$ cat src/rtl/prescaler_ctrl.sv
// Divide-path sequencer: shadowed divide value applied on period wrap, tick/phase/done.
// Optional one-shot tick counting is enabled by defining PSC_ONESHOT_EN.
module prescaler_ctrl #(
  parameter int DW = 16,
  parameter int CW = 8
) (
  input  logic          clk,
  input  logic          rst_n,
  input  logic          cfg_wr,
  input  logic [DW-1:0] cfg_div,
  input  logic [CW-1:0] cfg_cnt,
  input  logic          start,
  input  logic          stop,
  output logic          busy,
  output logic          cfg_pend,
  output logic [DW-1:0] div_active,
  output logic          tick,
  output logic          phase,
  output logic          done
);

  typedef enum logic [1:0] {
    IDLE,
    RUN,
    FIN
  } state_e;

  state_e        state_q, state_d;
  logic [DW-1:0] count_q, count_d;
  logic [DW-1:0] sdiv_q, sdiv_d;
  logic [DW-1:0] div_q, div_d;
  logic [CW-1:0] scnt_q, scnt_d;
  logic [CW-1:0] cnt_q, cnt_d;
  logic [CW-1:0] num_q, num_d;
  logic          pend_q, pend_d;
  logic          tick_q, tick_d;
  logic          phase_q, phase_d;
  logic          done_q, done_d;
  logic          wrap;
  logic          last;

  assign wrap = (count_q == div_q);

`ifdef PSC_ONESHOT_EN
  assign last = (cnt_q != '0) && (CW'(num_q + 1'b1) == cnt_q);
`else
  logic unused_cnt;
  assign last       = 1'b0;
  assign unused_cnt = ^cnt_q;
`endif

  always_comb begin
    state_d = state_q;
    count_d = count_q;
    sdiv_d  = sdiv_q;
    div_d   = div_q;
    scnt_d  = scnt_q;
    cnt_d   = cnt_q;
    num_d   = num_q;
    pend_d  = pend_q;
    tick_d  = 1'b0;
    phase_d = phase_q;
    done_d  = 1'b0;
    unique case (state_q)
      IDLE: begin
        if (start && !stop) begin
          state_d = RUN;
          div_d   = sdiv_q;
          cnt_d   = scnt_q;
          pend_d  = 1'b0;
          count_d = '0;
          num_d   = '0;
          phase_d = 1'b0;
        end
      end
      RUN: begin
        if (stop) begin
          state_d = IDLE;
          count_d = '0;
          num_d   = '0;
          phase_d = 1'b0;
        end else if (wrap) begin
          // period boundary: the only point where a new divide may take effect
          count_d = '0;
          tick_d  = 1'b1;
          phase_d = ~phase_q;
          div_d   = sdiv_q;
          pend_d  = 1'b0;
          if (last) begin
            done_d  = 1'b1;
            state_d = FIN;
            num_d   = '0;
          end else begin
            num_d = num_q + 1'b1;
          end
        end else begin
          count_d = count_q + 1'b1;
        end
      end
      FIN: begin
        state_d = IDLE;
        count_d = '0;
        num_d   = '0;
        phase_d = 1'b0;
      end
      default: state_d = IDLE;
    endcase
    if (cfg_wr) begin
      sdiv_d = cfg_div;
      scnt_d = cfg_cnt;
      pend_d = 1'b1;
    end
  end

  always_ff @(posedge clk or negedge rst_n) begin
    if (!rst_n) begin
      state_q <= IDLE;
      count_q <= '0;
      sdiv_q  <= '0;
      div_q   <= '0;
      scnt_q  <= '0;
      cnt_q   <= '0;
      num_q   <= '0;
      pend_q  <= 1'b0;
      tick_q  <= 1'b0;
      phase_q <= 1'b0;
      done_q  <= 1'b0;
    end else begin
      state_q <= state_d;
      count_q <= count_d;
      sdiv_q  <= sdiv_d;
      div_q   <= div_d;
      scnt_q  <= scnt_d;
      cnt_q   <= cnt_d;
      num_q   <= num_d;
      pend_q  <= pend_d;
      tick_q  <= tick_d;
      phase_q <= phase_d;
      done_q  <= done_d;
    end
  end

  assign busy       = (state_q != IDLE);
  assign cfg_pend   = pend_q;
  assign div_active = div_q;
  assign tick       = tick_q;
  assign phase      = phase_q;
  assign done       = done_q;

endmodule
$ cat config.mk
export PLATFORM = sky130hd
export DESIGN_NAME = prescaler_ctrl
export DESIGN_NICKNAME = d
export VERILOG_FILES = /design/src/rtl/prescaler_ctrl.sv
export SDC_FILE = /design/constraint.sdc
export NUM_CORES = 1
export LEC_CHECK = 0
export ABC_AREA = 1
export ABC_CLOCK_PERIOD_IN_PS = 2000
export CAP_MARGIN = 30
export CORE_MARGIN = 1
export CORE_UTILIZATION = 42
export CTS_CLUSTER_DIAMETER = 120
export DETAILED_ROUTE_END_ITERATION = 7
export GPL_TIMING_DRIVEN = 0
export HOLD_SLACK_MARGIN = 0.12
export PLACE_DENSITY = 0.74
export SYNTH_ARGS = -nofsm -noshare
export SYNTH_HDL_FRONTEND = slang
export SYNTH_SLANG_ARGS = --single-unit
$ cat constraint.sdc
create_clock -name clk -period 2 [get_ports clk]
set_input_delay 0.4 -clock clk [delete_from_list [all_inputs] [get_ports clk]]
set_output_delay 0.4 -clock clk [all_outputs]
set_load 0.005 [all_outputs]
# [Yosys cells after proc, flatten, opt, wreduce, memory -nomap -nowiden]
# Cells that the tools add are included.
[totals] reg_bits=53 latch_bits=0 ram_bits=0 romBits=0 inputBits=29 output_inout_bits=21 wordCells=54 mem_count=0
[op_classes] addsub=1 multipliers=0 div=0 magnitude_cmp=0 eq_ne=11 n_shift=0 mux=22 bitwise=1 reduce_logical=12
[ops] cell="$mux 16" count=6
[ops] cell="$pmux 16 s3" count=1
[ops] cell="$pmux 16 s2" count=1
[ops] cell="$add 16x1->16 const B" count=1
[ops] cell="$eq 16x16->1" count=1
[ops] cell="$ne 3x3->1 const B" count=4
[ops] cell="$mux 1" count=9
[ops] cell="$ne 2x2->1 const B" count=4
[ops] cell="$reduce_and 4->1" count=2
[ops] cell="$reduce_bool 3->1" count=2
[ops] cell="$mux 2" count=2
[ops] cell="$pmux 2 s2" count=1
[ops] cell="$reduce_and 2->1" count=2
[ops] cell="$reduce_bool 2->1" count=2
[ops] cell="$pmux 1 s3" count=1
[ops] cell="$reduce_and 3->1" count=1
[ops] cell="$eq 2x1->1 const B" count=1
[ops] cell="$eq 2x2->1 const B" count=1
[ops] cell="$logic_not 2->1" count=1
[ops] cell="$pmux 1 s2" count=1
[ops] cell="$logic_and 1x1->1" count=1
[ops] cell="$logic_not 1->1" count=1
[ops] cell="$not 1->1" count=1

# [Longest topological paths before layout]
# Gate-level depths: netlist of run 1.
[logic_depth] depth_word=5 depth_mapped=12 mapped_depth_nobuf=11

# [Worst setup path after synthesis of run 1]
# No wires, ideal clock.
[synth_timing] kind="register to register" from="reg count_q[4]" to="reg pend_q (netlist: cfg_pend)" setup_ns=0.130 arrival_time_ns=1.332 t_required_ns=1.870 path_slack_ns=0.538 path_stages_with_launch=12 path_buffers=3 synth_period_minus_slack_ns=1.462 cell_sequence="dfrtp_1 buf_4 nor2_1 nor2_1 nor2_1 nand2_1 nor2_2 nand3_2 buf_6 buf_12 nand3_2 nand2_1"
[synth_via] elab_chain_len=3
[synth_rtl] element="start, declared" line_no="29" text="logic [DW-1:0] count_q, count_d;"
[synth_rtl] element="start signal, assigned" line_no="130" text="count_q <= count_d;"
[synth_rtl] element="$eq 16x16->1" line_no="42" text="assign wrap = (count_q == div_q);"
[synth_rtl] element="$ne 3x3->1 (no source line)"
[synth_rtl] element="$reduce_and 4->1 (no source line)"
[synth_rtl] element="end signal, assigned" line_no="136" text="pend_q <= pend_d;"
[synth_rtl] element="end, declared" line_no="35" text="logic pend_q, pend_d;"
# No other way between the ends.
# A chain may end at the register's enable or synchronous reset.

# [Worst setup path after layout of run 1]
[layout_timing] from="in stop" to="reg count_q[10]"
[layout_via] elab_chain_len=4 elab_cells_between_ends=6 classes_between="eq/ne: 1; mux: 2; reduce/logical: 3"
[layout_rtl] element="start, declared" line_no="13" text="input logic stop,"
[layout_rtl] element="$logic_not 1->1" line_no="66" text="if (start && !stop) begin"
[layout_rtl] element="$logic_and 1x1->1" line_no="66"
[layout_rtl] element="$ne 2x2->1 (no source line)"
[layout_rtl] element="$reduce_and 2->1 (no source line)"
# Several ways; a longest one is shown, not always the timed one.

==> results.tsv, run 1 <==
stage	metric	value	unit
placed_design	gp_congestion	0.8267	
layout	syn2layout_area_growth	23.43	%
layout	nets	434	
floorplan	die_height	82.29	um
pwr	p_clk_share	29.3	%
routing	wl_per_cell	11.22	um
sta	finalHoldViolations	0	
logic_synthesis	synthCells	356	
setup_path	cp_num_buf_inv	3	
run_status	run_status	complete, no violations	
layout	finalNonFillerCells	480	
layout	antenna_cells	0	
setup_path	slowest_stage	clkdlybuf4s50_1	
clock_network	clk_latency	0.31	ns
setup_path	worstPathCellList	clkdlybuf4s50_1 -> inv_1 -> a21oi_2 -> clkbuf_1 -> nand2_1 -> nand2_1	
sta	fmax	565.5	MHz
global_route	antenna_found_initial	0	
sta	finClkSkew	0.004764	ns
setup_path	worst_ep_required_time	2.25	ns
pwr	intPower	1.872	mW
sta	setup_viol	0	
routing	vias	2242	
setup_path	crit_type	input pin to flip-flop	
floorplan	die-area	6772	sq um
layout	drive_above_1_share	10.86	%
job	max_cap_viol_count	0	
logic_synthesis	avgSynthCellArea	7.606	sq um
pwr	leakagePower	1.684	nW
routing	routed_wl	5386	um
pwr	p_comb_share	21.3	%
setup_path	arrival	2.02	ns
setup_path	crit_family	buffers and inverters	
routing	dr.pass1.iters	4	
setup_path	critPathCaptureType	flip-flop	
logic_synthesis	syn_nets	386	
pwr	power_density	779.3	nW/um^2
sta	period_needed	1.768	ns
setup_path	crit_fanout	10	
global_route	met3_usage	2.308	%
setup_path	critPathMaxStageDelay	0.50	ns
pwr	p_sw_share	28.13	%
global_route	overflow	0	
clock_network	cts_tree	built	
placed_design	place_hpwl	4057	um
logic_synthesis	synthFlopType	dfrtp_1	
setup_path	start_kind	input pin	
placed_design	place_inst	471	
sta	finalCritPeriodShare	88.41	%
clock_network	h-tree-depth	2	
sta	rsz0062_at_grt	false	
placed_design	portBuffers	39	
logic_synthesis	synthArstFlopShare	100.0	%
logic_synthesis	synth-seq-cells	52	
clock_network	cts.clk_slew.worst_paths	0.09	ns
global_route	grt_use_met1	22.71	%
logic_synthesis	synth_edf_count	0	
floorplan	ios	50	
global_route	grt_pass1_vias	1986	
routing	dr.first_iter.drc_count	114	
logic_synthesis	ys_warn_count	0	
pwr	p_sw	0.7325	mW
routing	drc_errors	0	
logic_synthesis	synth_area	2708	sq um
global_route	busiest_layer	met2	
routing	ant_nets	0	
placed_design	place_ws	-0.2290	ns
floorplan	die_w	82.29	um
clock_network	cts.sinks	52	
global_route	grt_pass1_wl	8983	um
clock_network	cts_root_buf	clkbuf_8	
pwr	ir_drop	0.4311	mV
routing	via_per_inst	4.671	
setup_path	cpMostUsedCell	nand2_1	
floorplan	rows	28	
logic_synthesis	yosysSeqAreaShare	48.06	%
global_route	gr-usage-met2	29.92	%
floorplan	coreArea	6061	sq um
global_route	grt_max_degree	39	
global_route	grt_usage	17.63	%
clock_network	cts_buffers	5	
pwr	p_seq_share	49.4	%
sta	slew_viol_final	0	
layout	fillers	582	
worst_hold_path	holdCritPathClass	input pin to flip-flop	
sta	fin_ws	0.2318	ns
floorplan	start_util	44.67	%
logic_synthesis	ys_types	25	
sta	hold_slack	0.4313	ns
clock_network	ctsLongestPathBuffers	2	
[worst paths after layout]
path / from / endpoint / slack [ns] / cells after the start
worst max-delay path: stop / count_q[10] / 0.23 / 6
worst min-delay path: cfg_wr / sdiv_q[2] / 0.43 / 3
worst max register to register: count_q[7] / cfg_pend / 0.40 / 10
worst min register to register: sdiv_q[7] / div_active[7] / 0.48 / 2
max in group asynchronous: rst_n / count_q[15] / 0.98 / 3
min in group asynchronous: rst_n / sdiv_q[6] / 0.52 / 2
[logic make-up after synthesis]
kind of cell             share of synthesized area, %
AND/OR/NAND/NOR                                 34.94
flip-flops                                      48.06
buffers and inverters                           9.426
AO/OA/AOI/OAI                                   2.772
XOR/XNOR                                        4.205
adder cells (fa/ha/maj)                        0.4620
other                                          0.1385
[repair_timing]
action | in CTS | in global routing
resized for setup | 0 | 1
hold buffers | 1 | 0
setup buffers | 0 | 0
endpoints found under the hold margin | 14 | 0
endpoints found under the setup margin | 0 | 10
[flip-flops by register name (all words and copies together), names as in the netlist]
name / cells
phase: 1
tick: 1
div_active: 16
count_q: 16
state_q: 1
cfg_pend: 1
sdiv_q: 16
[per-stage QoR]
step / TNS, ns / cell area [sq um] / utilization, % / total power, mW
CTS: 0 / 3338 / 55.08 / 2.624
detailed placement: -2.056 / 3207 / 52.91 / 1.864
global route: 0 / 3342 / 55.14 / 2.747
finish: 0 / 3342 / 55.14 / 2.604
floorplan: 0 / 2708 / - / 1.564
global placement: -51.10 / 3192 / 52.66 / 1.842
[power groups by stage]
| stage | logic [mW] | registers [mW] | clock network (mW) |
|---|---|---|---|
| 2_1_floorplan | 0.284 | 1.28 | 0 |
| 3_3_place_gp | 0.542 | 1.30 | 0 |
| 3_5_place_dp | 0.558 | 1.31 | 0 |
| 4_1_cts | 0.563 | 1.28 | 0.776 |
| 5_1_grt | 0.632 | 1.30 | 0.812 |
| 6_report | 0.554 | 1.29 | 0.763 |
[layer usage]
metal,vias to the layer above,wire [um]
met5,-,0
met4,0,70
met3,6,180
met2,44,2653
met1,1020,2483
li1,1172,-
[area by class of cell]
| type | count | area, sq um | share of cell area, % |
|---|---|---|---|
| flip-flops and latches | 52 | 1301 | 38.94 |
| multi-input cells | 253 | 1155 | 34.56 |
| repair buffers | 41 | 415.4 | 12.43 |
| inverters | 36 | 135.1 | 4.043 |
| plain buffers | 15 | 120.1 | 3.594 |
| well taps | 75 | 93.84 | 2.808 |
| clock buffers | 6 | 82.58 | 2.471 |
| clock inverters | 2 | 38.79 | 1.161 |
[worst reg2reg max path, cell delays in order (launching register included)]
cell and delay [ns]:
dfrtp_1 0.37, clkbuf_2 0.16, xor2_1 0.17, nor2_1 0.09, nand2_1 0.06, nor2_2 0.11, nand3_2 0.10, buf_6 0.17
buf_12 0.15, nand3_2 0.05, nand2_1 0.04
[Yosys cell counts, types with 2 or more instances]
cell        n  area, sq um
buf_4       4        30.03
buf_6       4        45.04
clkbuf_1    4        15.01
dfrtp_1    52         1301
inv_1      29        108.9
inv_2       6        22.52
nand2_1   163        611.8
nand2_2     2        12.51
nand3_1    17        85.08
nand3_2    10        100.1
nand4_1     3        18.77
nor2_1     22        82.58
nor2_2      4        25.02
nor3_1      2        10.01
o21ai_0     5        25.02
o21ai_1     9        45.04
xor2_1     12        105.1
[cell usage in the layout, fill, tap and decap left out, drive strengths merged]
cell,instances
nand2,165
dfrtp,52
clkdlybuf4s50,38
inv,35
nand3,27
nor2,26
o21ai,14
xor2,12
buf,12
clkbuf,11
nand4,3
nor3,2
clkinv,2
a21oi,1
xnor2,1
ha,1
conb,1
bufinv,1
dlygate4sd3,1
Note: power is estimated with default switching activity, not from simulation.
==> inputs of run 2 (changes only) <==
--- a/config.mk
+++ b/config.mk
@@ -18,3 +18,4 @@
 export SYNTH_ARGS = -nofsm -noshare
 export SYNTH_HDL_FRONTEND = slang
 export SYNTH_SLANG_ARGS = --single-unit
+export TNS_END_PERCENT = 10
==> results of run 2 <==
No change in the layout: final DEF, timing and power equal those of run 1.
